**src/rtl/mdu_sequencer.sv**
```systemverilog
// mdu_sequencer
//   Multi-cycle unsigned multiply / divide unit (MULTU / DIVU). It does not
//   own an adder. It borrows the shared ALU for 32 iterations and performs one
//   add (multiply) or one subtract (divide) per cycle. The final {hi, lo}
//   pair is valid from the cycle in which done pulses.
//
// Ports
//   clk          in   rising-edge clock
//   rst_n        in   asynchronous active-low reset
//   start        in   request pulse, sampled only while busy is low
//   op           in   0 = MULTU, 1 = DIVU (sampled with start)
//   opa          in   multiplicand / dividend (sampled with start)
//   opb          in   multiplier / divisor (sampled with start)
//   busy         out  high in INIT and RUN; the ALU port belongs to this block
//   done         out  one-cycle pulse, hi/lo valid from this cycle
//   hi           out  MULTU: product[63:32]   DIVU: remainder
//   lo           out  MULTU: product[31:0]    DIVU: quotient
//   div_by_zero  out  set with done for DIVU by 0, cleared on next accepted start
//   alu_ctr      out  ALU operation select
//   alu_a        out  ALU operand A
//   alu_b        out  ALU operand B
//   alu_shamt    out  ALU shift amount, tied to 0
//   alu_result   in   combinational ALU result
module mdu_sequencer #(
  parameter int unsigned WIDTH    = 32,
  parameter logic [4:0]  ALU_ADDU = 5'd1,
  parameter logic [4:0]  ALU_SUBU = 5'd3,
  parameter logic [4:0]  ALU_IDLE = 5'd31
) (
  input  logic             clk,
  input  logic             rst_n,
  input  logic             start,
  input  logic             op,
  input  logic [WIDTH-1:0] opa,
  input  logic [WIDTH-1:0] opb,
  output logic             busy,
  output logic             done,
  output logic [WIDTH-1:0] hi,
  output logic [WIDTH-1:0] lo,
  output logic             div_by_zero,
  output logic [4:0]       alu_ctr,
  output logic [WIDTH-1:0] alu_a,
  output logic [WIDTH-1:0] alu_b,
  output logic [4:0]       alu_shamt,
  input  logic [WIDTH-1:0] alu_result
);

  localparam logic [4:0] LAST_ITER = 5'd31;

  typedef enum logic [1:0] {
    S_IDLE,
    S_INIT,
    S_RUN,
    S_DONE
  } state_t;

  state_t           state;
  state_t           state_nxt;
  logic             accept;
  logic [4:0]       cnt;
  logic             op_q;
  logic [WIDTH-1:0] opa_q;
  logic [WIDTH-1:0] opb_q;
  logic [WIDTH-1:0] div_sh;

  // One shift-add multiply step. The ALU result is hi + (lo[0] ? mcand : 0).
  // It wraps mod 2^WIDTH, so the lost carry shows up as the result being
  // smaller than hi. The carry then becomes the new MSB of the shifted hi
  // word. The bit shifted out of hi enters lo from the top.
  function automatic logic [2*WIDTH-1:0] mul_step(
    input logic [WIDTH-1:0] hi_v,
    input logic [WIDTH-1:0] lo_v,
    input logic [WIDTH-1:0] sum
  );
    logic carry;
    carry = (sum < hi_v);
    return {carry, sum[WIDTH-1:1], sum[0], lo_v[WIDTH-1:1]};
  endfunction

  // One restoring-divide step on the partial remainder shifted left by one.
  // If hi[MSB] was set before the shift, the shifted value really has WIDTH+1
  // bits and always exceeds the divisor. The wrapped ALU difference is then
  // still the correct remainder, because the true difference is below 2^WIDTH.
  function automatic logic [2*WIDTH-1:0] div_step(
    input logic [WIDTH-1:0] hi_v,
    input logic [WIDTH-1:0] lo_v,
    input logic [WIDTH-1:0] dvsr,
    input logic [WIDTH-1:0] diff
  );
    logic [WIDTH-1:0] sh;
    logic             ge;
    sh = {hi_v[WIDTH-2:0], lo_v[WIDTH-1]};
    ge = hi_v[WIDTH-1] | (sh >= dvsr);
    if (ge) begin
      return {diff, lo_v[WIDTH-2:0], 1'b1};
    end else begin
      return {sh, lo_v[WIDTH-2:0], 1'b0};
    end
  endfunction

  assign div_sh    = {hi[WIDTH-2:0], lo[WIDTH-1]};
  assign alu_shamt = 5'd0;

  // State register
  always_ff @(posedge clk or negedge rst_n) begin
    if (!rst_n) begin
      state <= S_IDLE;
    end else begin
      state <= state_nxt;
    end
  end

  // Next-state, status outputs and ALU port drive
  always_comb begin
    state_nxt = state;
    accept    = 1'b0;
    busy      = 1'b0;
    done      = 1'b0;
    alu_ctr   = ALU_IDLE;
    alu_a     = '0;
    alu_b     = '0;
    case (state)
      S_IDLE: begin
        if (start) begin
          accept    = 1'b1;
          state_nxt = S_INIT;
        end
      end
      S_INIT: begin
        busy = 1'b1;
        // A zero divisor skips the iterations entirely.
        if (op_q && (opb_q == '0)) begin
          state_nxt = S_DONE;
        end else begin
          state_nxt = S_RUN;
        end
      end
      S_RUN: begin
        busy = 1'b1;
        if (op_q) begin
          alu_ctr = ALU_SUBU;
          alu_a   = div_sh;
          alu_b   = opb_q;
        end else begin
          alu_ctr = ALU_ADDU;
          alu_a   = hi;
          alu_b   = lo[0] ? opa_q : '0;
        end
        if (cnt == LAST_ITER) begin
          state_nxt = S_DONE;
        end
      end
      S_DONE: begin
        done = 1'b1;
        // A start request in the done cycle is accepted, so operations can
        // run back to back.
        if (start) begin
          accept    = 1'b1;
          state_nxt = S_INIT;
        end else begin
          state_nxt = S_IDLE;
        end
      end
      default: begin
        state_nxt = S_IDLE;
      end
    endcase
  end

  // Operand capture, iteration counter and HI/LO working registers
  always_ff @(posedge clk or negedge rst_n) begin
    if (!rst_n) begin
      op_q        <= 1'b0;
      opa_q       <= '0;
      opb_q       <= '0;
      hi          <= '0;
      lo          <= '0;
      div_by_zero <= 1'b0;
      cnt         <= 5'd0;
    end else begin
      if (accept) begin
        op_q        <= op;
        opa_q       <= opa;
        opb_q       <= opb;
        div_by_zero <= 1'b0;
      end
      case (state)
        S_INIT: begin
          cnt <= 5'd0;
          if (!op_q) begin
            // The multiplier sits in lo and is consumed LSB first as the
            // product shifts in from the top.
            hi <= '0;
            lo <= opb_q;
          end else if (opb_q == '0) begin
            hi          <= opa_q;
            lo          <= '1;
            div_by_zero <= 1'b1;
          end else begin
            // The dividend sits in lo. It is shifted into hi MSB first, and
            // quotient bits fill lo from the bottom.
            hi <= '0;
            lo <= opa_q;
          end
        end
        S_RUN: begin
          cnt <= cnt + 5'd1;
          if (op_q) begin
            {hi, lo} <= div_step(hi, lo, opb_q, alu_result);
          end else begin
            {hi, lo} <= mul_step(hi, lo, alu_result);
          end
        end
        default: begin
        end
      endcase
    end
  end

endmodule
```
**config.mk**
```make
export PLATFORM = sky130hd
export DESIGN_NAME = mdu_sequencer
export DESIGN_NICKNAME = d
export VERILOG_FILES = /design/src/rtl/mdu_sequencer.sv
export SDC_FILE = /design/constraint.sdc
export NUM_CORES = 1
export LEC_CHECK = 0
export CORE_MARGIN = 2
export CORE_UTILIZATION = 30
export DETAILED_ROUTE_END_ITERATION = 12
export GPL_TIMING_DRIVEN = 0
export PLACE_DENSITY = 0.52
export SYNTH_ARGS = -nofsm -noshare
export SYNTH_HDL_FRONTEND = slang
export SYNTH_SLANG_ARGS = --single-unit
```
**constraint.sdc**
```tcl
create_clock -name clk -period 7.3 [get_ports clk]
set_clock_uncertainty 0.05 [all_clocks]
set_input_delay 1.46 -clock clk [delete_from_list [all_inputs] [get_ports clk]]
set_output_delay 1.46 -clock clk [all_outputs]
set_load 0.02 [all_outputs]
```
======== Yosys cells after proc, flatten, opt, wreduce, memory -nomap -nowiden ========
Index checks and enable logic that the tools add are counted.
word-level totals
  register bits ........................... 137
  bits of input ports ..................... 100
  output and inout port bits .............. 141
  logic and storage cells ................. 55
cells by class
  $add $sub $neg .......................... 1
  order comparisons ....................... 2
  equal/unequal tests ..................... 6
  muxes and demuxes ....................... 30
  bitwise gates (word level) .............. 1
  reductions and logical operators ........ 7
operators by type and width
  cell                 count
  $mux 32              11
  $pmux 32 s2          2
  $mux 64              1
  $ge 32x32->1         1
  $logic_not 32->1     1
  $lt 32x32->1         1
  $mux 1               10
  $pmux 5 s2           1
  $pmux 2 s4           1
  $mux 2               3
  $add 5x1->5 const B  1
  $eq 5x5->1 const B   1
  $mux 5               1
  $eq 2x2->1 const B   2
  $ne 2x2->1 const B   2
  $reduce_or 2->1      2
  $eq 2x1->1 const B   1
  $logic_not 2->1      1
  $reduce_and 2->1     1
  $reduce_bool 2->1    1
  $logic_and 1x1->1    1
  $or 1x1->1           1

======== Depth between registers and ports, before layout ========
  depth in word-level cells ............... 7
  gate-level depth with buffers ........... 11
  mapped depth without buffers ............ 9

======== Worst setup path before layout ========
No wires, ideal clock.
  path type ............................... register to output
  from .................................... reg op_q
  to ...................................... out alu_b[26]
  arrival ................................. 2,129 ps
  data required time ...................... 5,790 ps
  setup slack ............................. 3,661 ps
  cell stages (with the launch flop) ...... 8
  buffers on the path ..................... 5
  path through ............................ dfrtp_1 -> clkbuf_1 -> clkbuf_1 -> clkbuf_1 -> buf_1 -> clkbuf_1 -> a21oi_1 -> nor2_1
on the way
  longest elaborated chain between the ends .. 2
ends and longest elaborated chain
  element                 line  text
  from (decl)             61    logic op_q;
  from (signal assigned)  182   op_q <= op;
  $mux 32                 140   if (op_q) begin
  $mux 32                 122   case (state)
  to (decl)               43    output logic [WIDTH-1:0] alu_b,
Every way passes these cells.

======== Worst setup path in the final report ========
  from .................................... reg op_q
  to ...................................... out alu_b[2]
Same word-level chain as after synthesis.

==> results.json <==
{
  "status": "finished clean",
  "synth_simple_gate_area_share": 0.114,
  "worstSetupPathType": "reg -> out",
  "die_area_um2": 32600,
  "leakage_nw": 5.44,
  "rr_worst_depth": 11,
  "tightest_slew_ps": 925,
  "clk_pin_slew_ps": 60,
  "diodes": 0,
  "drc": 0,
  "cts.sinks": 137,
  "synthMuxAreaShare": 0.147,
  "synth_cells": 1028,
  "r2r-end": "hi[1]$_DFFE_PN0P_",
  "via_count": 9137,
  "timing.rr.start": "lo[31]$_DFFE_PN0P_",
  "hold_buffers": 0,
  "ios": 241,
  "final.fill_count": 3117,
  "synth_warnings": 0,
  "synth_cell_types": 50,
  "critPathLaunchType": "flop",
  "die_w_um": 181,
  "netlist_area_um2": 9360,
  "wl_per_cell_um": 22.4,
  "netlist.area_leader.share": 0.366,
  "clockRootBuffer": "clkbuf_16",
  "areaGrowthSynthToFinish_pct": 36.6,
  "endpoint_kind": "output port",
  "crit_fanout": 10,
  "place.port_buffers": 234,
  "postCtsSetupBuffers": 0,
  "final_nets": 1456,
  "crit_path_start": "op_q$_DFFE_PN0P_",
  "synth_area_leaders": "dfrtp_1 37%, ha_1 9.4%, mux2_2 7.6%",
  "yosys.area_share.adder": 0.0936,
  "place_hpwl_um": 29000,
  "synth_edf_count": 0,
  "grt_pass1_wl_um": 57300,
  "syn_avg_cell_area_um2": 9.11,
  "cts_buffers": 17,
  "rows": 64,
  "drt_first_pass_iters": 5,
  "hold_ws_ps": 454,
  "multi_input_area_um2": 5290,
  "crit_top_cell": "clkbuf_1",
  "grt_pass1_vias": 9107,
  "synth-seq-area-share": 0.366,
  "slew_headroom": 0.383,
  "fin_crit_sh": 0.797,
  "core-area_um2": 30700,
  "fmax_ghz": 0.172,
  "h-tree-depth": 4,
  "required_ps": 5790,
  "reg2reg_slack_ps": 4090,
  "critical_path_arrival_ps": 4310,
  "path_delay_family": "buffers and inverters",
  "crit_chain": "clkbuf_1 > clkbuf_1 > clkbuf_1 > buf_1 > clkbuf_1 > a21oi_1 > nor2_1 > clkdlybuf4s50_1",
  "ys_async_sr_fraction": 1.00,
  "tritoncts": "yes",
  "fin_area_um2": 12800,
  "ant_nets": 0,
  "gp_congestion": 0.894,
  "start_util": 0.305,
  "final_cell_mix": "233 x clkdlybuf4s50_1, 137 x dfrtp_1, 107 x nor2_1",
  "track_usage": 0.232,
  "power_density_nw_per_um2": 551,
  "critical_path.endpoint": "alu_b[2]",
  "post_dp_cell_area_um2": 12200,
  "synth_top_area_cell": "dfrtp_1",
  "drt_iter0_drc": 754,
  "antenna_found_initial": 0,
  "synth_seq_cells": 137,
  "layout-drive-gt1-share": 0.0924,
  "grt_overflow": 0,
  "drv_cap": 0,
  "route.final.wire_length_um": 37900,
  "crit_path_max_incr_delay_ps": 680,
  "synthXorXnorAreaFrac": 0,
  "min_path_type": "reg -> reg",
  "grt_max_degree": 92,
  "final_hold_viol_count": 0,
  "seq_area_um2": 3430,
  "setup_violations": 0,
  "critPathBufInv": 6,
  "final_common_cell": "clkdlybuf4s50_1",
  "grt_setup_unrepaired": "false",
  "die_h_um": 181,
  "cts_resized": 0,
  "ir_worst_vdd_v": 0.000230,
  "slowest_stage": "buf_1",
  "drv_slew": 0,
  "ys.flop_type": "dfrtp_1",
  "p_total_mw": 7.04,
  "period_minus_slack_ps": 5820,
  "worst-path-stages": 8,
  "synth_top_family_by_area": "compound AO/OA/AOI/OAI gates",
  "viasPerCell": 5.39,
  "synth-compound-area-share": 0.208,
  "insertion_delay_ps": 430,
  "clock_path_buffers": 2
}
==> per-layer routing <==
metal | global-route usage | share of wire | routed length [um]
met3 | 0.0435 | 0.063 | 2380
met2 | 0.355 | 0.44 | 16900
met1 | 0.323 | 0.46 | 17400
met4 | 0.0877 | 0.033 | 1230
met5 | 0 | 0 | 0
==> cells by family (layout without fill, tap and decap cells) <==
logic type,count (synthesis),after routing
AOI/OAI and AO/OA,284,284
adders and majority gates,70,70
buffers and inverters,156,422
DFF,137,137
muxes,130,130
other,2,6
and+or+nand+nor,249,249
==> metrics by stage <==
stage,std cells,worst slack (ps),TNS (ps),util
floorplan,1032,3660,0,-
global placement,1662,-1330,-179410,0.398
detailed placement,1663,2120,0,0.399
CTS,1694,1630,0,0.417
global route,1694,1340,0,0.417
finish,1694,1480,0,0.417
==> sequential cells by signal, indices dropped and copies added, names as in the netlist <==
| signal | cells |
|---|---|
| cnt | 5 |
| div_by_zero | 1 |
| hi | 32 |
| lo | 32 |
| op_q | 1 |
| opa_q | 32 |
| opb_q | 32 |
| state | 2 |
==> area by class of cell <==
type / count / area share
buffer: 83 / 0.0298
clock buffer: 20 / 0.0365
clock inverter: 11 / 0.00587
inverter: 73 / 0.0214
multi-input combinational: 739 / 0.414
sequential: 137 / 0.268
tap: 396 / 0.0388
timing repair buffer: 235 / 0.185
==> how the worst min path moves through the flow <==
stage / depth (start not counted) / to / from / slack (ps)
global placement: 1 / cnt[4]$_DFFE_PN0P_ / cnt[4]$_DFFE_PN0P_ / 430
global route: 1 / cnt[4]$_DFFE_PN0P_ / cnt[4]$_DFFE_PN0P_ / 510
finish: 1 / cnt[4]$_DFFE_PN0P_ / cnt[4]$_DFFE_PN0P_ / 450
detailed placement: 1 / cnt[4]$_DFFE_PN0P_ / cnt[4]$_DFFE_PN0P_ / 440
floorplan: 1 / cnt[4]$_DFFE_PN0P_ / cnt[4]$_DFFE_PN0P_ / 410
CTS: 1 / cnt[4]$_DFFE_PN0P_ / cnt[4]$_DFFE_PN0P_ / 450
==> where the power goes <==
| group | internal, mW | switching, mW |
|---|---|---|
| combinational | 1.98 | 2.51 |
| clock | 0.457 | 0.359 |
| sequential | 1.16 | 0.574 |
| total | 3.60 | 3.45 |
==> Yosys cell counts, types with 6 or more instances <==
master and n:
nor4_1 7, nor2b_1 6, a21oi_1 101, a221oi_1 33, a221o_1 32, mux2_2 63, o22ai_1 12, nand4_1 11
inv_1 72, ha_1 70, a211oi_1 6, clkbuf_1 54, nand2_1 95, o21ai_0 49, buf_4 8, dfrtp_1 137
buf_2 8, mux2i_1 67, buf_1 9, o2111a_1 19, nor2_1 107, a21o_1 10, nand3_1 6
==> worst register-to-register path, stage by stage, from the launching register on <==
cell,delay [ps]
dfrtp_1,400
inv_1,110
ha_1,290
nand2b_1,170
a2111oi_0,640
or4b_1,220
a31oi_1,110
and4b_1,290
buf_6,130
nor2_1,60
buf_2,240
a221o_1,380
Power figures use the tool's default switching activity.
